**config.mk**
```make
export PLATFORM = sky130hd
export DESIGN_NAME = pc_unit
export DESIGN_NICKNAME = d
export VERILOG_FILES = /design/src/rtl/pc_unit_pkg.sv /design/src/rtl/pc_ras.sv /design/src/rtl/pc_unit.sv
export SDC_FILE = /design/constraint.sdc
export NUM_CORES = 1
export LEC_CHECK = 0
export CORE_MARGIN = 8
export CORE_UTILIZATION = 60
export CTS_CLUSTER_SIZE = 8
export DETAILED_ROUTE_END_ITERATION = 16
export PLACE_DENSITY = 0.95
export SYNTH_ARGS = -nofsm -noshare
export SYNTH_HDL_FRONTEND = slang
export SYNTH_HIERARCHICAL = 1
export SYNTH_SLANG_ARGS = --single-unit
export TNS_END_PERCENT = 100
```
**constraint.sdc**
```tcl
create_clock -name clk -period 6.7 [get_ports clk]
set_input_delay 1.005 -clock clk [delete_from_list [all_inputs] [get_ports clk]]
set_output_delay 1.005 -clock clk [all_outputs]
set_load 0.005 [all_outputs]
```
**src/rtl/pc_unit_pkg.sv**
```systemverilog
// Shared defaults and next-PC select encodings for the fetch-stage PC unit and the control unit.
// Pure declarations; no logic or state.
package pc_unit_pkg;

    localparam int          DEF_PC_W      = 32;
    localparam int          DEF_INC       = 4;
    localparam int          DEF_OFF_W     = 16;
    localparam int          DEF_RAS_DEPTH = 4;
    localparam logic [31:0] DEF_RESET_VEC = 32'h0000_0000;

    typedef enum logic [1:0] {
        SEL_SEQ = 2'd0,
        SEL_BR  = 2'd1,
        SEL_JMP = 2'd2,
        SEL_RET = 2'd3
    } pc_sel_e;

endpackage

```
**src/rtl/pc_ras.sv**
```systemverilog
// Circular return-address stack; push/pop take effect on the clock edge, top_dat is combinational.
// No backpressure: push when full drops the oldest entry (ovf), pop when empty is a no-op (unf).
module pc_ras #(
    parameter int DEPTH = 4,
    parameter int W     = 32,
    parameter int CW    = $clog2(DEPTH) + 1
) (
    input  logic          clk,
    input  logic          reset,
    input  logic          push,
    input  logic          pop,
    input  logic [W-1:0]  push_dat,
    output logic [W-1:0]  top_dat,
    output logic [CW-1:0] count,
    output logic          ovf,
    output logic          unf
);

    localparam int PW = $clog2(DEPTH);

    logic [W-1:0]  mem [DEPTH];
    logic [PW-1:0] wr_ptr;
    logic [PW-1:0] top_ptr;
    logic          empty;
    logic          full;
    logic          swap;

    assign top_ptr = wr_ptr - PW'(1);
    assign top_dat = mem[top_ptr];
    assign empty   = (count == '0);
    assign full    = (count == CW'(DEPTH));
    // Pop-then-push on a non-empty stack rewrites the top slot in place.
    assign swap    = push && pop && !empty;

    always_ff @(posedge clk) begin
        if (!reset && push) begin
            if (swap)
                mem[top_ptr] <= push_dat;
            else
                mem[wr_ptr] <= push_dat;
        end
    end

    always_ff @(posedge clk) begin
        if (reset) begin
            wr_ptr <= '0;
            count  <= '0;
            ovf    <= 1'b0;
            unf    <= 1'b0;
        end else begin
            if (pop && empty)
                unf <= 1'b1;
            if (pop && !empty && !push) begin
                wr_ptr <= top_ptr;
                count  <= count - CW'(1);
            end else if (push && !swap) begin
                // When full, wr_ptr already points at the oldest entry.
                wr_ptr <= wr_ptr + PW'(1);
                if (full)
                    ovf <= 1'b1;
                else
                    count <= count + CW'(1);
            end
        end
    end

endmodule

```
**src/rtl/pc_unit.sv**
```systemverilog
// Fetch-stage program counter with branch/jump/return selection and a return-address stack; 1-cycle latency.
// enable=0 stalls the PC, the stack and its flags; control inputs seen during a stall are dropped.
module pc_unit
    import pc_unit_pkg::*;
#(
    parameter int              PC_W      = DEF_PC_W,
    parameter int              INC       = DEF_INC,
    parameter int              OFF_W     = DEF_OFF_W,
    parameter logic [PC_W-1:0] RESET_VEC = PC_W'(DEF_RESET_VEC),
    parameter int              RAS_DEPTH = DEF_RAS_DEPTH
) (
    input  logic                         clk,
    input  logic                         reset,
    input  logic                         enable,
    input  logic                         branch_taken,
    input  logic [OFF_W-1:0]             branch_off,
    input  logic                         jump,
    input  logic [PC_W-1:0]              jump_addr,
    input  logic                         call,
    input  logic                         ret,
    output logic [PC_W-1:0]              pc,
    output logic [PC_W-1:0]              pc_plus,
    output logic [$clog2(RAS_DEPTH):0]   ras_count,
    output logic                         ras_ovf,
    output logic                         ras_unf
);

    localparam int              SH         = $clog2(INC);
    localparam int              CW         = $clog2(RAS_DEPTH) + 1;
    localparam logic [PC_W-1:0] ALIGN_MASK = ~PC_W'(INC - 1);

    pc_sel_e         sel;
    logic [PC_W-1:0] pc_nxt;
    logic [PC_W-1:0] off_ext;
    logic [PC_W-1:0] br_tgt;
    logic [PC_W-1:0] ras_top;
    logic            ras_push;
    logic            ras_pop;

    assign pc_plus  = pc + PC_W'(INC);
    assign off_ext  = PC_W'($signed(branch_off));
    assign br_tgt   = pc_plus + (off_ext << SH);
    // A call only pushes when it accompanies a control transfer (including a return).
    assign ras_pop  = enable && ret;
    assign ras_push = enable && call && (ret || jump || branch_taken);

    always_comb begin
        sel = SEL_SEQ;
        if (ret)
            sel = (ras_count != '0) ? SEL_RET : SEL_SEQ;
        else if (jump)
            sel = SEL_JMP;
        else if (branch_taken)
            sel = SEL_BR;

        pc_nxt = pc_plus;
        case (sel)
            SEL_RET: pc_nxt = ras_top;
            SEL_JMP: pc_nxt = jump_addr & ALIGN_MASK;
            SEL_BR:  pc_nxt = br_tgt;
            default: pc_nxt = pc_plus;
        endcase
    end

    always_ff @(posedge clk) begin
        if (reset)
            pc <= RESET_VEC;
        else if (enable)
            pc <= pc_nxt;
    end

    pc_ras #(
        .DEPTH (RAS_DEPTH),
        .W     (PC_W),
        .CW    (CW)
    ) u_ras (
        .clk      (clk),
        .reset    (reset),
        .push     (ras_push),
        .pop      (ras_pop),
        .push_dat (pc_plus),
        .top_dat  (ras_top),
        .count    (ras_count),
        .ovf      (ras_ovf),
        .unf      (ras_unf)
    );

endmodule
```
Word-level counts from Yosys, hierarchy flattened
Memories as Yosys holds them, arrays and structs flattened.
Index checks and enable logic that the tools add are counted.
{"block": "totals", "memories": 1, "ff_bits": 39, "word_cells": 59, "output_inout_bits": 69, "input_bits": 55, "mem_bits_rw": 128}
{"block": "op_classes", "reduce_logical": 22, "add_sub_neg": 6, "bitwise_logic": 1, "n_eq_ne": 5, "mux": 19}
{"memory": "u_ras.mem", "depth": 4, "word_bits": 32, "rd": 1, "rd_clocked_by_memory_dff": 0, "wr": 1, "line_no": "pc_ras.sv:21", "rtl": "logic [W-1:0] mem [DEPTH];"}
{"operator": "case mux 32 bit (3 select lines)", "n": 1}
{"operator": "adder 32 x 3 -> 32 bit, second input constant", "n": 1}
{"operator": "adder 32 bit", "n": 1}
{"operator": "two-way mux 32 bit", "n": 1}
{"operator": "OR reduction 32 bit", "n": 1}
{"operator": "two-way mux 2 bit", "n": 6}
{"operator": "logical AND 1 bit", "n": 10}
{"operator": "two-way mux 3 bit", "n": 3}
{"operator": "two-way mux 1 bit", "n": 8}
{"operator": "== test 2 bit, second input constant", "n": 2}
{"operator": "zero test 1 bit", "n": 4}
{"operator": "adder 3 x 1 -> 3 bit, second input constant", "n": 1}
{"operator": "== test 3 bit, second input constant", "n": 1}
{"operator": "zero test 3 bit", "n": 1}
{"operator": "AND reduction 3 bit", "n": 1}
{"operator": "nonzero test 3 bit", "n": 1}
{"operator": "subtractor 3 x 1 -> 3 bit, second input constant", "n": 1}
{"operator": "adder 2 x 1 -> 2 bit, second input constant", "n": 1}
{"operator": "== test 2 x 1 -> 1 bit, second input constant", "n": 1}
{"operator": "logical OR 1 bit", "n": 2}
{"operator": "!= test 2 bit, second input constant", "n": 1}
{"operator": "AND reduction 2 bit", "n": 1}
{"operator": "nonzero test 2 bit", "n": 1}
{"operator": "subtractor 2 x 1 -> 2 bit, second input constant", "n": 1}
{"operator": "inverter 1 bit", "n": 1}

Longest topological paths before layout
{"block": "depth", "word_depth": 10, "ltp_mapped": 16, "depth_no_buf": 16}

By module
The synthesis kept the hierarchy.
{"mod": "pc_ras", "area_per_inst_um2": 5165.0, "instances": 1, "cells_per_inst": 241, "seq_area_each_um2": 3983.8}
{"mod": "pc_unit", "area_per_inst_um2": 4349.2, "instances": 1, "cells_per_inst": 608, "seq_area_each_um2": 640.6}

Worst setup path after synthesis
Ideal clock, no wire load.
{"block": "synth_path", "kind": "input to register", "from": "in ret", "to": "mem u_ras.mem[0][0] (enable)", "setup_ps": 468, "n_path_buf": 2, "t_required_ps": 6232, "arrival_time_ps": 4480, "setup_slack_ps": 1752, "cell_stages": 7, "path_cell_list": "clkbuf_1 > inv_1 > clkbuf_1 > nor2_1 > o31a_1 > xnor2_2 > nor3b_1"}
{"block": "synth_between", "word_cells_on_any_way": 16, "cone_classes": "mux: 8; reduce/logical: 8"}
{"item": "start: declaration", "line_no": "pc_unit.sv:20", "rtl": "input logic ret,"}
{"item": "logical AND 1 bit (*)", "line_no": "pc_unit.sv:44", "rtl": "assign ras_pop = enable && ret;"}
{"item": "net ras_pop", "line_no": "pc_unit.sv:38", "rtl": "logic ras_pop;"}
{"item": "logical AND 1 bit (*) (2 in a row)", "line_no": "pc_ras.sv:33", "rtl": "assign swap = push && pop && !empty;"}
{"item": "two-way mux 1 bit", "line_no": "pc_ras.sv:37", "rtl": "if (swap)"}
{"item": "two-way mux 1 bit", "line_no": "pc_ras.sv:36", "rtl": "if (!reset && push) begin"}
{"item": "two-way mux 1 bit (implied by the code)", "line_no": "pc_ras.sv:40", "rtl": "mem[wr_ptr] <= push_dat;"}
{"item": "OR reduction 32 bit (no line)"}
{"item": "two-way mux 2 bit (no line) or two-way mux 1 bit (tied branches)"}
{"item": "end: declaration", "line_no": "pc_ras.sv:21"}
The timed path passes the listed nets; every way through them passes the cells marked *.

Final worst setup path
{"block": "layout_path", "from": "reg pc[2]", "to": "reg pc[26]"}
{"block": "layout_between", "elab_chain_len": 3}
{"item": "start: declaration", "line_no": "pc_unit.sv:21", "rtl": "output logic [PC_W-1:0] pc,"}
{"item": "start signal: assignment", "line_no": "pc_unit.sv:69", "rtl": "pc <= pc_nxt;"}
{"item": "adder 32 x 3 -> 32 bit (*)", "line_no": "pc_unit.sv:40", "rtl": "assign pc_plus = pc + PC_W'(INC);"}
{"item": "adder 32 bit", "line_no": "pc_unit.sv:42", "rtl": "assign br_tgt = pc_plus + (off_ext << SH);"}
{"item": "case mux 32 bit (3 select lines) (*)", "line_no": "pc_unit.sv:57", "rtl": "case (sel)"}
Mark *: on every way between the ends. The rest lies on a longest branch, timed or not.
A chain may end at the register's enable or synchronous reset.

==> flow_summary_export.csv <==
group,metric,value,unit
timing,fin_crit,5.01,ns
timing,min_period_over_period,74.7,%
drt,drc,0,
worst_setup_path,path_class,"flip-flop to flip-flop",
synth,synthCells,849,
power_and_ir_drop,p_leak,4.03,nW
floorplan,start_util,60.6,%
timing,finalMaxSlewViolations,0,
hold_path,hold_class,"flip-flop to flip-flop",
hold_path,whs_endpoint,"u_ras/ovf$_SDFFE_PP0P_",
worst_setup_path,critPathBufInv,0,
worst_setup_path,regToRegSetupSlack,1.69,ns
finish,drive_gt1_share,10.3,%
global_routing,overflow,0,
hold_path,min_path_cells,2,
global_routing,grt_max_degree,47,
power_and_ir_drop,p_sw,721,uW
drt,drt-wirelength-per-cell,23.9,um
timing,hold_viol,0,
timing,finalClockSkew,0.0104,ns
power_and_ir_drop,powerDensity,230,mW/mm^2
timing,worst_slack,1.69,ns
finish,final_cell_mix,"edfxtp_1 (128), clkdlybuf4s50_1 (121), nor2_1 (58), o21ai_0 (58), nand2_1 (53)",
synth,netlist_area,0.00951,mm^2
worst_setup_path,worstPathMaxFanout,6,
worst_setup_path,r2r_start,"pc[2]$_SDFFE_PP0P_",
floorplan,dieArea,0.0201,mm^2
place,pre_cts_slack,1.69,ns
timing,whs,0.478,ns
drt,vias,8007,
global_routing,antenna_found_initial,0,
worst_setup_path,cp-start-kind,"flip-flop",
finish,final_common_cell,"edfxtp_1",
worst_setup_path,r2r_cells,15,
cts,clock_path_buffers,2,
power_and_ir_drop,switching_share,27.5,%
floorplan,rows,46,
cts,hold_buffers,0,
synth,synth_cell_type_count,74,
drt,totalWireLength,28200,um
worst_setup_path,crit_required,7.07,ns
floorplan,die_x,142,um
power_and_ir_drop,ir_worst_vdd,257,uV
drt,viasPerCell,6.80,
worst_setup_path,critPathTopFamily,"simple AND/OR/NAND/NOR gates",
cts,clock-sinks,167,
cts,htreeDepth,4,
cts,cts_root_buf,"clkbuf_16",
synth,ys_async_sr_fraction,0,%
power_and_ir_drop,power_frac_comb,19.2,%
finish,area_growth,20.1,%
drt,wl_met2,13300,um
power_and_ir_drop,p_seq_share,45.6,%
timing,worst_slew_pin_slew,1.08,ns
global_routing,grt.total_usage,28.2,%
worst_setup_path,crit_path_top_delay_cell,"or4b_1",
cts,cts_resized,0,
worst_setup_path,reg2reg_to,"pc[26]$_SDFFE_PP0P_",
cts,cts_tree,"built",
synth,ys.flop_type,"edfxtp_1",
drt,routed-wl-met3,2940,um
floorplan,coreArea,0.0157,mm^2
finish,layout.cells.non_filler,1177,
synth,ys_seq_area_share,48.6,%
worst_setup_path,cp_slowest_stage_delay,0.52,ns
floorplan,pin_count,124,
place,gp_congestion,0.978,
timing,slew_headroom,27.7,%
outcome,status,"finished clean",
job,max_cap_violations,0,
timing,fmax,200,MHz
synth,ys_ff_latch,167,
finish,n_antenna_cell,0,
drt,maxUsedRoutingLayer,"met4",
place,io_buffers,121,
synth,avgSynthCellArea,11.2,um^2
cts,clk_latency,0.44,ns
drt,drtPass1Iterations,5,
cts,numCtsBuffers,17,
cts,post-cts-setup-buffer-count,0,
timing,setup_tns,0,ns
synth,yosys_warnings,6,
timing,rsz0062_at_grt,"false",
floorplan,die_h,142,um
synth,synth_nets,940,
global_routing,grt_pass1_vias,7899,
power_and_ir_drop,power,2.62,mW
drt,drt_iter0_markers,1086,
timing,finalSetupViolCount,0,
power_and_ir_drop,clock_power_share,35.2,%
global_routing,grt_pass1_wl,43600,um
worst_setup_path,crit_chain,"ha_1, and3_1, nand4_1, nor2_1, nand3_1, nor2_1, xor2_1, ha_1, and3_1, nand2_1, or3_1, o21ai_0, a21oi_1, or4b_1, nand3_1",
finish,fin_nets,1039,
cts,clkTransAtPathRegs,0.06,ns
place,dp_hpwl,19500,um
worst_setup_path,end_kind,"flip-flop",
synth,synth_edf_count,128,
power_and_ir_drop,internal-power,1.90,mW
place,dp.cells,1145,
worst_setup_path,cp.arrival,5.38,ns
drt,final_antenna_net_count,0,
drt,wl_met1,10700,um
hold_path,min_from,"u_ras/ovf$_SDFFE_PP0P_",
## worst max path at each step
stage	startpoint	end	slack, ns	depth (start not counted)
global route	pc[2]$_SDFFE_PP0P_	pc[26]$_SDFFE_PP0P_	1.36	15
CTS	pc[2]$_SDFFE_PP0P_	pc[26]$_SDFFE_PP0P_	1.79	15
detailed placement	ret	u_ras/mem[2][8]$_DFFE_PP_	1.69	8
global placement	ret	u_ras/mem[2][18]$_DFFE_PP_	1.83	8
floorplan	ret	u_ras/mem[0][0]$_DFFE_PP_	1.75	7
finish	pc[2]$_SDFFE_PP0P_	pc[26]$_SDFFE_PP0P_	1.69	15
## registers in the layout, indices dropped and copies added (netlist names)
signal / flops
u_ras/mem: 128
u_ras/unf: 1
pc: 32
u_ras/count: 3
u_ras/ovf: 1
u_ras/wr_ptr: 2
## metrics by stage
stage | util [%] | area (um^2)
3_3_place_gp | 69.2 | 10900
2_1_floorplan | - | 9510
5_1_grt | 72.7 | 11400
3_5_place_dp | 69.2 | 10900
6_report | 72.7 | 11400
4_1_cts | 72.7 | 11400
## cell type report
type	instances	area (um^2)
well taps	216	270
repair buffers	136	1320
clock inverters	10	97.6
clock buffers	22	454
flip-flops and latches	167	4630
multi-input cells	606	4580
fillers	1033	4280
inverters	20	75.1
## routing by layer
metal | track usage (%) | vias up
met4 | 14.5 | 0
met2 | 45.2 | 542
met3 | 6.72 | 113
li1 | - | 3513
met1 | 35.0 | 3839
met5 | 0 | -
## cells in the mapped netlist (4+ instances only)
library cell | count | area share [%]
nor4_1 | 5 | 0.33
o31ai_1 | 6 | 0.47
nand3_1 | 35 | 1.8
nand4_1 | 18 | 1.2
xnor2_1 | 30 | 2.8
o31a_1 | 4 | 0.37
a221oi_1 | 10 | 0.92
a211oi_1 | 12 | 0.95
o211ai_1 | 10 | 0.79
o21a_1 | 4 | 0.32
nor3_1 | 21 | 1.1
xor2_1 | 19 | 1.7
nor2b_1 | 8 | 0.53
a311oi_1 | 5 | 0.46
or3_1 | 6 | 0.39
o21ai_0 | 58 | 3.1
a221o_1 | 9 | 0.95
edfxtp_1 | 128 | 40
buf_2 | 11 | 0.58
and2_1 | 5 | 0.33
clkbuf_1 | 32 | 1.3
o22ai_1 | 5 | 0.33
a31oi_1 | 11 | 0.72
ha_1 | 35 | 4.6
o2111ai_1 | 4 | 0.37
a21o_1 | 17 | 1.3
or2_2 | 4 | 0.26
nand2_1 | 53 | 2.1
mux4_2 | 32 | 7.6
and3_1 | 8 | 0.53
a222oi_1 | 4 | 0.42
o211a_1 | 5 | 0.53
a22oi_1 | 11 | 0.87
inv_1 | 20 | 0.79
dfxtp_1 | 39 | 8.2
nor2_1 | 58 | 2.3
a21oi_1 | 49 | 2.6
buf_4 | 6 | 0.47
## power groups by stage
stage | Combinational [mW] | Sequential, mW | Clock [mW]
floorplan | 0.316 | 1.19 | 0
global placement | 0.480 | 1.21 | 0
detailed placement | 0.490 | 1.22 | 0
CTS | 0.497 | 1.19 | 0.928
global route | 0.541 | 1.20 | 0.968
finish | 0.505 | 1.20 | 0.923
## worst min-delay path: cells and delay by family, from the launching register on
kind	cells	cell delay, ns
compound gates	1	0.04
flops	1	0.33
simple gates	1	0.07
## cell families after synthesis
family / after synthesis / synth area share (%)
compound gates: 245 / 17.4
buf+inv: 76 / 3.56
fa+ha+maj: 36 / 4.81
xor+xnor: 52 / 5.14
simple gates: 240 / 12.7
flops: 167 / 48.6
mux: 33 / 7.69
Power figures use the tool's default switching activity.
